File: src/rtl/ext_irq_source.sv
// ext_irq_source
// Bench-side external interrupt source for the P7 pipelined CPU.
// It watches the CPU macroscopic PC and raises an interrupt when the
// programmed trigger PC is reached. It holds the request until the CPU
// stores to ACK_ADDR. It then checks that the CPU entered the exception
// handler and left it within TIMEOUT cycles. This repeats trig_count times.
//
// Ports:
//   clk            in  1   rising-edge clock
//   reset          in  1   asynchronous active-low reset
//   enable         in  1   start/run; low aborts to IDLE
//   trig_pc        in  32  PC value that fires an interrupt (live compare in ARMED)
//   trig_count     in  8   interrupts to deliver, sampled when leaving IDLE
//   macroscopic_pc in  32  CPU macroscopic PC
//   m_data_addr    in  32  CPU data-bus address
//   m_data_byteen  in  4   CPU data-bus byte enables
//   interrupt      out 1   registered interrupt request
//   busy           out 1   high in ARMED, ASSERT, WAIT_RET
//   done           out 1   all interrupts served (sticky until IDLE)
//   err            out 1   timeout / handler never entered (sticky until IDLE)
//   spurious_ack   out 1   acknowledge seen outside ASSERT (sticky)
//   served_cnt     out 8   interrupts acknowledged and returned from (saturating)
module ext_irq_source #(
  parameter logic [31:0] ACK_ADDR   = 32'h0000_7F20,
  parameter logic [31:0] HANDLER_PC = 32'h0000_4180,
  parameter int          TIMEOUT    = 64
) (
  input  logic        clk,
  input  logic        reset,
  input  logic        enable,
  input  logic [31:0] trig_pc,
  input  logic [7:0]  trig_count,
  input  logic [31:0] macroscopic_pc,
  input  logic [31:0] m_data_addr,
  input  logic [3:0]  m_data_byteen,
  output logic        interrupt,
  output logic        busy,
  output logic        done,
  output logic        err,
  output logic        spurious_ack,
  output logic [7:0]  served_cnt
);

  localparam int TW = $clog2(TIMEOUT) + 1;
  localparam logic [TW-1:0] TLAST = TW'(TIMEOUT - 1);

  typedef enum logic [2:0] {
    S_IDLE   = 3'd0,
    S_ARMED  = 3'd1,
    S_ASSERT = 3'd2,
    S_WAIT   = 3'd3,
    S_DONE   = 3'd4,
    S_ERR    = 3'd5
  } state_t;

  state_t        state_q;
  logic          irq_q;
  logic          busy_q;
  logic          done_q;
  logic          err_q;
  logic          spur_q;
  logic [7:0]    served_q;
  logic [7:0]    remaining_q;
  logic [TW-1:0] timer_q;
  logic          hseen_q;

  logic ack_s;
  logic in_handler_s;
  logic exit_s;

  // Decode acknowledge store, handler residency and handler exit.
  always_comb begin
    ack_s        = (m_data_addr == ACK_ADDR) && (m_data_byteen != 4'b0000);
    in_handler_s = (macroscopic_pc >= HANDLER_PC);
    exit_s       = hseen_q && !in_handler_s;
  end

  // Interrupt sequencing FSM with all outputs registered.
  always_ff @(posedge clk or negedge reset) begin
    if (!reset) begin
      state_q     <= S_IDLE;
      irq_q       <= 1'b0;
      busy_q      <= 1'b0;
      done_q      <= 1'b0;
      err_q       <= 1'b0;
      spur_q      <= 1'b0;
      served_q    <= 8'h00;
      remaining_q <= 8'h00;
      timer_q     <= '0;
      hseen_q     <= 1'b0;
    end else begin
      case (state_q)
        S_IDLE: begin
          irq_q <= 1'b0;
          if (enable) begin
            remaining_q <= trig_count;
            served_q    <= 8'h00;
            // A store on the start edge itself is still reported.
            spur_q      <= ack_s;
            hseen_q     <= 1'b0;
            if (trig_count == 8'h00) begin
              state_q <= S_DONE;
              done_q  <= 1'b1;
            end else begin
              state_q <= S_ARMED;
              busy_q  <= 1'b1;
            end
          end else if (ack_s) begin
            spur_q <= 1'b1;
          end
        end

        S_ARMED: begin
          if (ack_s) begin
            spur_q <= 1'b1;
          end
          if (!enable) begin
            state_q <= S_IDLE;
            irq_q   <= 1'b0;
            busy_q  <= 1'b0;
          end else if (macroscopic_pc == trig_pc) begin
            state_q <= S_ASSERT;
            irq_q   <= 1'b1;
            timer_q <= '0;
            hseen_q <= 1'b0;
          end
        end

        S_ASSERT: begin
          if (!enable) begin
            state_q <= S_IDLE;
            irq_q   <= 1'b0;
            busy_q  <= 1'b0;
          end else if (ack_s) begin
            // Acknowledge beats a coincident timeout.
            state_q     <= S_WAIT;
            irq_q       <= 1'b0;
            remaining_q <= remaining_q - 8'd1;
            timer_q     <= timer_q + 1'b1;
            hseen_q     <= hseen_q | in_handler_s;
          end else if (timer_q == TLAST) begin
            state_q <= S_ERR;
            irq_q   <= 1'b0;
            busy_q  <= 1'b0;
            err_q   <= 1'b1;
          end else begin
            timer_q <= timer_q + 1'b1;
            hseen_q <= hseen_q | in_handler_s;
          end
        end

        S_WAIT: begin
          if (ack_s) begin
            spur_q <= 1'b1;
          end
          if (!enable) begin
            state_q <= S_IDLE;
            irq_q   <= 1'b0;
            busy_q  <= 1'b0;
          end else if (exit_s) begin
            // Exit beats a coincident timeout; a trig_pc match here is ignored.
            if (served_q != 8'hFF) begin
              served_q <= served_q + 8'd1;
            end
            if (remaining_q == 8'h00) begin
              state_q <= S_DONE;
              busy_q  <= 1'b0;
              done_q  <= 1'b1;
            end else begin
              state_q <= S_ARMED;
            end
          end else if (timer_q >= TLAST) begin
            // >= covers an ack taken on the last ASSERT cycle, which leaves
            // the timer already past TLAST.
            state_q <= S_ERR;
            busy_q  <= 1'b0;
            err_q   <= 1'b1;
          end else begin
            timer_q <= timer_q + 1'b1;
            hseen_q <= hseen_q | in_handler_s;
          end
        end

        S_DONE, S_ERR: begin
          if (!enable) begin
            state_q <= S_IDLE;
            done_q  <= 1'b0;
            err_q   <= 1'b0;
          end
        end

        default: begin
          state_q <= S_IDLE;
          irq_q   <= 1'b0;
          busy_q  <= 1'b0;
        end
      endcase
    end
  end

  assign interrupt    = irq_q;
  assign busy         = busy_q;
  assign done         = done_q;
  assign err          = err_q;
  assign spurious_ack = spur_q;
  assign served_cnt   = served_q;

endmodule

File: config.mk
export PLATFORM = sky130hd
export DESIGN_NAME = ext_irq_source
export DESIGN_NICKNAME = d
export VERILOG_FILES = /design/src/rtl/ext_irq_source.sv
export SDC_FILE = /design/constraint.sdc
export NUM_CORES = 1
export LEC_CHECK = 0
export ABC_AREA = 1
export ABC_CLOCK_PERIOD_IN_PS = 2029
export CAP_MARGIN = 20
export CORE_MARGIN = 1.5
export CORE_UTILIZATION = 30
export DETAILED_ROUTE_END_ITERATION = 8
export GPL_TIMING_DRIVEN = 0
export SKIP_CTS_REPAIR_TIMING = 1
export SYNTH_ARGS = -nofsm -noshare
export SYNTH_HDL_FRONTEND = slang
export SYNTH_SLANG_ARGS = --single-unit
File: constraint.sdc
create_clock -name clk -period 2.03 [get_ports clk]
set_input_delay 0.203 -clock clk [delete_from_list [all_inputs] [get_ports clk]]
set_output_delay 0.203 -clock clk [all_outputs]
set_load 0.02 [all_outputs]
; Yosys cells after proc, flatten, opt, wreduce, memory -nomap -nowiden
; Cells that the tools add are included.
[totals]
regBits = 32
[classes]
addsub = 3
n_lt_le_gt_ge = 2
eq_ne = 35
mux = 73
bitwise = 2
n_reduce_logical = 25
[op_table]
columns = cell, count
row1 = 7-bit two-way mux, 8
row2 = 8-bit two-way mux, 7
row3 = "2-bit != test, second input constant", 19
row4 = 1-bit two-way mux, 36
row5 = 3-bit two-way mux, 12
row6 = "32-bit by 15-bit equality test with 1-bit output, second input constant", 1
row7 = 32-bit equality test, 1
row8 = "32-bit by 15-bit greater-or-equal comparator with 1-bit output, second input constant", 1
row9 = 8-bit case mux with 2 select lines, 2
row10 = 8-bit AND reduction, 3
row11 = 7-bit case mux with 3 select lines, 1
row12 = 8-bit logical NOT, 2
row13 = 3-bit case mux with 5 select lines, 1
row14 = "3-bit != test, second input constant", 4
row15 = "4-bit != test, second input constant", 3
row16 = 5-bit AND reduction, 2
row17 = 9-bit AND reduction, 1
row18 = 3-bit nonzero test, 3
row19 = "8-bit by 1-bit adder with 8-bit output, second input constant", 1
row20 = "8-bit != test, second input constant", 1
row21 = 1-bit case mux with 4 select lines, 2
row22 = 4-bit AND reduction, 2
row23 = 4-bit nonzero test, 2
row24 = "8-bit by 1-bit subtractor with 8-bit output, second input constant", 1
row25 = 17 further kinds, 24

; Depth between registers and ports, before layout
; Gate-level depths: netlist (run 1).
[logic_depth]
word_depth = 6
depth_mapped = 14
depth_no_buf = 13

; Worst setup path before layout (run 1)
; OpenSTA, ideal clock, no wires.
[synth_timing]
kind = reg-to-reg
startpoint = register timer_q[0]
endpoint = register timer_q[0]
setup_time_ps = 118
arrival_ps = 1510
t_required_ps = 1912
setup_slack_ps = 402
stages_incl_launch_ff = 10
n_path_buf = 0
path_cell_list = dfrtp_1 ha_1 nand3_1 nor2_1 nor2_1 a21oi_1 a21oi_1 nand4_2 nand2_1 nand2_1
[synth_via]
elab_chain_len = 5
elab_cells_between_ends = 13
cone_classes = add/sub: 1 / order compare: 1 / eq/ne: 3 / mux: 7 / reduce/logical: 1
[synth_rtl]
columns = element, line_no
row1 = "start, declared", 64  ; logic [TW-1:0] timer_q;
row2 = "start signal, assigned", 139  ; timer_q <= timer_q + 1'b1;
row3 = "start signal, assigned", 147  ; timer_q <= timer_q + 1'b1;
row4 = "start signal, assigned", 179  ; timer_q <= timer_q + 1'b1;
row5 = 7-bit by 1-bit adder with 7-bit output, "139, 147, 179"
row6 = 7-bit two-way mux (on tied branches), "172, 141"
row7 = 7-bit two-way mux (on tied branches), "160, 134"
row8 = 7-bit two-way mux (on tied branches), "156, 130"
row9 = 7-bit case mux with 3 select lines, 92  ; case (state_q)
; Several ways; a longest one is shown, not always the timed one. The select of a mux whose other input is x is not followed.
; A chain may end at the register's enable or synchronous reset.

; Worst setup path in the final report (run 1)
[layout_timing]
startpoint = register timer_q[0]
endpoint = register state_q[0]
[layout_via]
elab_chain_len = 3
elab_cells_between_ends = 5
cone_classes = order compare: 1 / eq/ne: 3 / reduce/logical: 1
[layout_rtl]
columns = element, line_no
row1 = 7-bit by 6-bit greater-or-equal comparator with 1-bit output / 7-bit by 6-bit equality test with 1-bit output (equally long branches), "172, 141"
row2 = 4-bit != test (no line), n/a
row3 = 5-bit AND reduction (no line) *, n/a
row4 = "end signal, assigned", 170  ; state_q <= S_ARMED;
row5 = "end signal, assigned", 175  ; state_q <= S_ERR;
row6 = "end signal, assigned", 186  ; state_q <= S_IDLE;
row7 = "end, declared", 56  ; state_t state_q;
; Mark *: on every way between the ends. The rest lies on a longest branch, timed or not.

==> results.cfg, run 1 <==
[sta]
relSlewSlack_pct = 50.8
drv_slew = 0
fmax_mhz = 533
rsz0062_at_grt = true
fin_crit_ns = 1.88
hold_violations = 32
layout_setup_ws_ns = 0.152
skew_ns = 0.00528
setup_viol = 0
whs_ns = -0.0288
worst_slew_pin_slew_ns = 0.738
final.period_utilization_pct = 92.5

[synthesis]
netlist_instances = 482
async_flop_share_pct = 100
synth_fp_nets = 596
synth.yosys.warnings = 0
synth_cell_types = 31
seq_area_frac_synth_pct = 27.4
synth_seq_cells = 32
synthFlopType = dfrtp_1
netlist_area_um2 = 2930
synth_edf_count = 0
syn_area_per_cell_um2 = 6.07

[route]
drt-total-wl_mm = 8.27
wl_per_cell_um = 11.2
drc = 0
detail_route.vias_per_cell = 4.53
first_iter_violations = 87
drtPass1Iterations = 4
vias = 3364
ant_nets = 0

[hold_path]
hold_class = in -> async

[critical_path]
crit_type = reg -> reg
cp_cell_sequence = ha_1 > nand3_1 > nor2_1 > nor2_1 > nand3_1 > nor2_1 > a21oi_1 > nand4_1 > nand2_1 > nand2_1
start_kind = register
max_stage_delay_ns = 0.39
crit_path_frequent_cell = nor2_1
crit_fanout = 4
required_ns = 2.20
end_kind = register
cp_slowest_cell = dfrtp_1
arrival_ns = 2.05

[pwr]
power_density_nw_per_um2 = 755
leakagePower_uw = 0.00207
irDropWorstVdd_mv = 0.391

[global_routing]
gr-total-overflow = 0
grtUsageTotal_pct = 16.5
grt_pass1_wl_mm = 14.0
grt_max_degree = 33
grt_antenna_before_repair = 0
grt_pass1_vias = 3355

[placed_design]
dp_hpwl_mm = 6.78
place_congestion = 0.890
portBuffers = 123
pre_cts_slack_ns = -0.181

[finish]
fin_nets = 726
area_growth_pct = 51.2
post_route_cells_drive_above_1_share_pct = 6.53
n_antenna_cell = 0

[floorplanning]
core_um2 = 9370
dieWidth_um = 102
num_rows = 35
io_pins = 124
start_util_pct = 31.2
die_area_um2 = 10400
die_y_um = 102

[clock_network]
clkSlewWorstSetupHoldPaths_ns = 0.07
cts_buffer_depth = 2
clk_latency_ns = 0.28
cts_buffers = 5
cts_root_buf = clkbuf_8
cts_sinks = 32
cts_tree = built
cts_htree_levels = 2

[status]
violations = hold timing
status = complete, but fails checks

[job]
max_cap_violations = 0
## critical path, delay by kind of cell (launching register included)
family / cells / cell delay, ns
simple gates: 8 / 0.86
flops: 1 / 0.39
compound gates: 1 / 0.33
fa+ha+maj: 1 / 0.20
## cell type report
class,instances,area [um^2]
Fill cell,969,4940
Multi-Input combinational cell,361,1790
Timing Repair Buffer,123,1230
Sequential cell,32,801
Inverter,84,315
Tap cell,129,161
Clock buffer,6,82.6
Buffer,5,42.5
Clock inverter,2,10.0
## cells in the mapped netlist, types with 2 or more instances
library cell  count  area (um^2)
o21ai_0          17         85.1
nor2_2            4         25.0
nor3_1            7         35.0
buf_6             2         22.5
buf_4             2         15.0
nand4_1          16          100
o21ai_1           3         15.0
nor2_1           75          282
ha_1              3         37.5
dfrtp_1          32          801
xnor2_1          27          236
a21oi_2           3         26.3
xor2_1            3         26.3
a31oi_1           4         25.0
a21oi_1          10         50.1
nand2_1         149          559
nand2_2           2         12.5
o211ai_1          2         15.0
nand3_1          22          110
inv_2             5         18.8
inv_1            79          297
o21ai_2           6         52.6
## cells by family after synthesis
logic type | Yosys count | share of synthesized area, %
XOR/XNOR | 30 | 8.97
AO/OA/AOI/OAI | 49 | 10.6
adder cells (fa/ha/maj) | 3 | 1.28
AND/OR/NAND/NOR | 279 | 39.6
flip-flops | 32 | 27.4
buffers and inverters | 89 | 12.2
## stage by stage
step / total power (uW) / instances / cell area, um^2 / TNS, ns / util (%)
floorplan: 2170 / 482 / 2930 / 0 / -
global placement: 2770 / 734 / 4320 / -1.34 / 46.1
detailed placement: 2800 / 734 / 4320 / -1.62 / 46.0
CTS: 3340 / 742 / 4410 / 0 / 47.0
global route: 3670 / 742 / 4430 / -0.0149 / 47.2
finish: 3340 / 742 / 4430 / 0 / 47.2
## cells in the final DEF, fill, tap and decap left out
master / instances
buf_2: 2
xnor2_1: 27
nor3_2: 1
buf_6: 2
inv_2: 5
and2_1: 1
nor3_1: 6
a21oi_1: 9
nor2_1: 74
buf_4: 2
a31oi_1: 4
o21ai_1: 3
nor2_4: 1
nand2_1: 149
ha_1: 3
dfrtp_1: 32
nand2_2: 2
nand4_1: 16
clkdlybuf4s50_1: 122
xor2_1: 3
o21ai_2: 6
a21oi_2: 4
nand4_4: 1
o2111ai_1: 1
o32ai_2: 1
nor4_1: 1
nand3_1: 22
clkinv_2: 2
o31ai_1: 1
a211oi_1: 1
clkbuf_8: 6
o21ai_0: 17
o211ai_1: 2
nor2_2: 5
inv_1: 79
## state kept, by name, indices dropped and copies added (netlist names)
name,cells
hseen_q,1
busy,1
spurious_ack,1
timer_q,7
served_cnt,8
remaining_q,8
state_q,3
err,1
interrupt,1
done,1
## power by group
part,switching (uW),leakage [uW],internal (uW)
registers,147,0.000415,802
clock network,248,0.0000510,271
logic,1100,0.00160,778
total,1490,0.00207,1850
## worst paths after layout
path	slack, ns	from	endpoint	cells past startpoint
hold reg to reg	0.49	interrupt$_DFFE_PN0P_	interrupt$_DFFE_PN0P_	2
min in group clk	0.49	interrupt$_DFFE_PN0P_	interrupt$_DFFE_PN0P_	2
hold / removal	-0.03	reset	served_cnt[3]$_DFFE_PN0P_	1
setup / recovery	0.15	timer_q[0]$_DFFE_PN0P_	state_q[0]$_DFFE_PN0P_	10
setup reg to reg	0.15	timer_q[0]$_DFFE_PN0P_	state_q[0]$_DFFE_PN0P_	10
max in group asynchronous	1.57	reset	served_cnt[2]$_DFFE_PN0P_	1
## routing by layer
layer	global-route usage (%)	wire, um	vias to the layer above	part of all wire (%)
met5	0	0	-	0
met4	3.74	76	0	0.92
met3	2.97	599	9	7.2
met2	30.9	4050	109	49
met1	19.5	3550	1485	43
li1	-	-	1761	-
Note: power is estimated with default switching activity, not from simulation.
==> run 2: changes to the inputs <==
--- a/config.mk
+++ b/config.mk
@@ -9,10 +9,12 @@
 export ABC_CLOCK_PERIOD_IN_PS = 2029
 export CAP_MARGIN = 20
 export CORE_MARGIN = 1.5
-export CORE_UTILIZATION = 30
+export CORE_UTILIZATION = 35
 export DETAILED_ROUTE_END_ITERATION = 8
 export GPL_TIMING_DRIVEN = 0
+export PLACE_DENSITY = 0.7
 export SKIP_CTS_REPAIR_TIMING = 1
+export SLEW_MARGIN = 20
 export SYNTH_ARGS = -nofsm -noshare
 export SYNTH_HDL_FRONTEND = slang
 export SYNTH_SLANG_ARGS = --single-unit
==> results.cfg, run 2 (synthesized netlist as in run 1, its figures left out) <==
[finish]
post_route_cells_drive_above_1_share_pct = 6.99
num-fill-cells = 797
final_util_pct = 54.6
final_common_cell = nand2_1
n_antenna_cell = 0
area_growth_pct = 52.5
fin_nets = 728
final_cell_mix = 149 x nand2_1, 122 x clkdlybuf4s50_1, 79 x inv_1, 72 x nor2_1, 32 x dfrtp_1

[clock_network]
cts_sinks = 32
cts_buffers = 5
cts_buffer_depth = 2
cts_htree_levels = 2
clkSlewWorstSetupHoldPaths_ns = 0.07
clk_latency_ns = 0.29
cts_tree = built
cts_root_buf = clkbuf_8

[placed_design]
portBuffers = 123
place_congestion = 0.924
dp_hpwl_mm = 6.69

[critical_path]
cp_top_family = simple AND/OR/NAND/NOR gates
arrival_ns = 2.12
crit_type = reg -> reg
crit_fanout = 7
cp_slowest_cell = nor2_1
crit_cells = 8
rr_worst_depth = 8
r2r-start = timer_q[0]$_DFFE_PN0P_
cp_cell_sequence = ha_1 > nand3_1 > nor2_2 > nor2_2 > a21oi_1 > nor2_1 > nand4_1 > nand2_1
max_stage_delay_ns = 0.43
r2r_end = timer_q[1]$_DFFE_PN0P_
worst-path-buf-inv = 0
crit_start = timer_q[0]$_DFFE_PN0P_
required_ns = 2.26
crit_path_frequent_cell = nor2_2
r2r_setup_slack_ns = 0.14
crit_path_end = timer_q[1]$_DFFE_PN0P_
start_kind = register
end_kind = register

[sta]
setup_viol = 0
drv_slew = 0
fmax_mhz = 528
fin_setup_tns_ns = 0
skew_ns = 0.00483
fin_crit_ns = 1.89
hold_violations = 0
worst_slew_pin_slew_ns = 0.501
final.period_utilization_pct = 93.2
whs_ns = 0.351
relSlewSlack_pct = 66.5
rsz0062_at_grt = false

[floorplanning]
start_util_pct = 35.8
die_area_um2 = 8920
dieWidth_um = 94.5
core_um2 = 8180
io_pins = 124
die_y_um = 94.5
num_rows = 33

[route]
first_iter_violations = 173
ant_nets = 0
drtPass1Iterations = 4
drt-total-wl_mm = 8.19
wl_per_cell_um = 11.4
detail_route.vias_per_cell = 4.78
vias = 3439
drc = 0

[pwr]
p_clk_share_pct = 19.7
p_sw_uw = 1510
switching_share_pct = 43.0
pwr-share-seq_pct = 27.2
power_density_nw_per_um2 = 788
irDropWorstVdd_mv = 0.348
internal_power_uw = 2010
leakagePower_uw = 0.00210
pwr-share-comb_pct = 53.1

[job]
max_cap_violations = 0

[global_routing]
gr-total-overflow = 0
grt_antenna_before_repair = 0
grt_pass1_vias = 3280
grt_pass1_wl_mm = 13.8
grtUsageTotal_pct = 19.3
grt_max_degree = 21

[hold_path]
hold_class = in -> async

[status]
status = complete, no violations
[run 2: cell type report]
cell class,count,area [um^2],share of cell area [%]
buffer,5,42.5,0.953
clock buffer,7,96.3,2.16
clock inverter,1,30.0,0.672
inverter,84,315,7.06
multi-input combinational,361,1790,40.0
sequential,32,801,17.9
tap,105,131,2.94
timing repair buffer,125,1260,28.3
[run 2: worst min path at each step]
| stage | cells after the start | endpoint |
|---|---|---|
| floorplan | 0 | busy$_DFFE_PN0P_ |
| global placement | 2 | interrupt$_DFFE_PN0P_ |
| detailed placement | 1 | served_cnt[5]$_DFFE_PN0P_ |
| CTS | 1 | served_cnt[5]$_DFFE_PN0P_ |
| global route | 2 | served_cnt[3]$_DFFE_PN0P_ |
| finish | 2 | served_cnt[5]$_DFFE_PN0P_ |
[run 2: metrics by stage]
step	std cells	instance area, um^2	power [uW]	worst slack (ns)
2_1_floorplan	482	2930	2170	0.402
3_3_place_gp	710	4290	2750	-0.0935
3_5_place_dp	711	4310	2800	-0.145
4_1_cts	719	4440	3520	0.101
5_1_grt	720	4470	3820	0.00294
6_report	720	4470	3520	0.138
[run 2: per-layer routing]
metal / track usage [%] / share of wire [%] / vias up
met5: 0 / 0 / -
met3: 5.31 / 10 / 13
met4: 7.09 / 1.7 / 0
li1: - / - / 1765
met2: 34.9 / 48 / 140
met1: 21.5 / 40 / 1521
[run 2: power groups by stage]
stage | Clock [uW] | Sequential (uW) | Combinational, uW
final | 694 | 957 | 1870
after global routing | 733 | 977 | 2110
after CTS | 705 | 954 | 1860
after detailed placement | 0 | 963 | 1840
after global placement | 0 | 954 | 1790
after floorplan | 0 | 965 | 1200
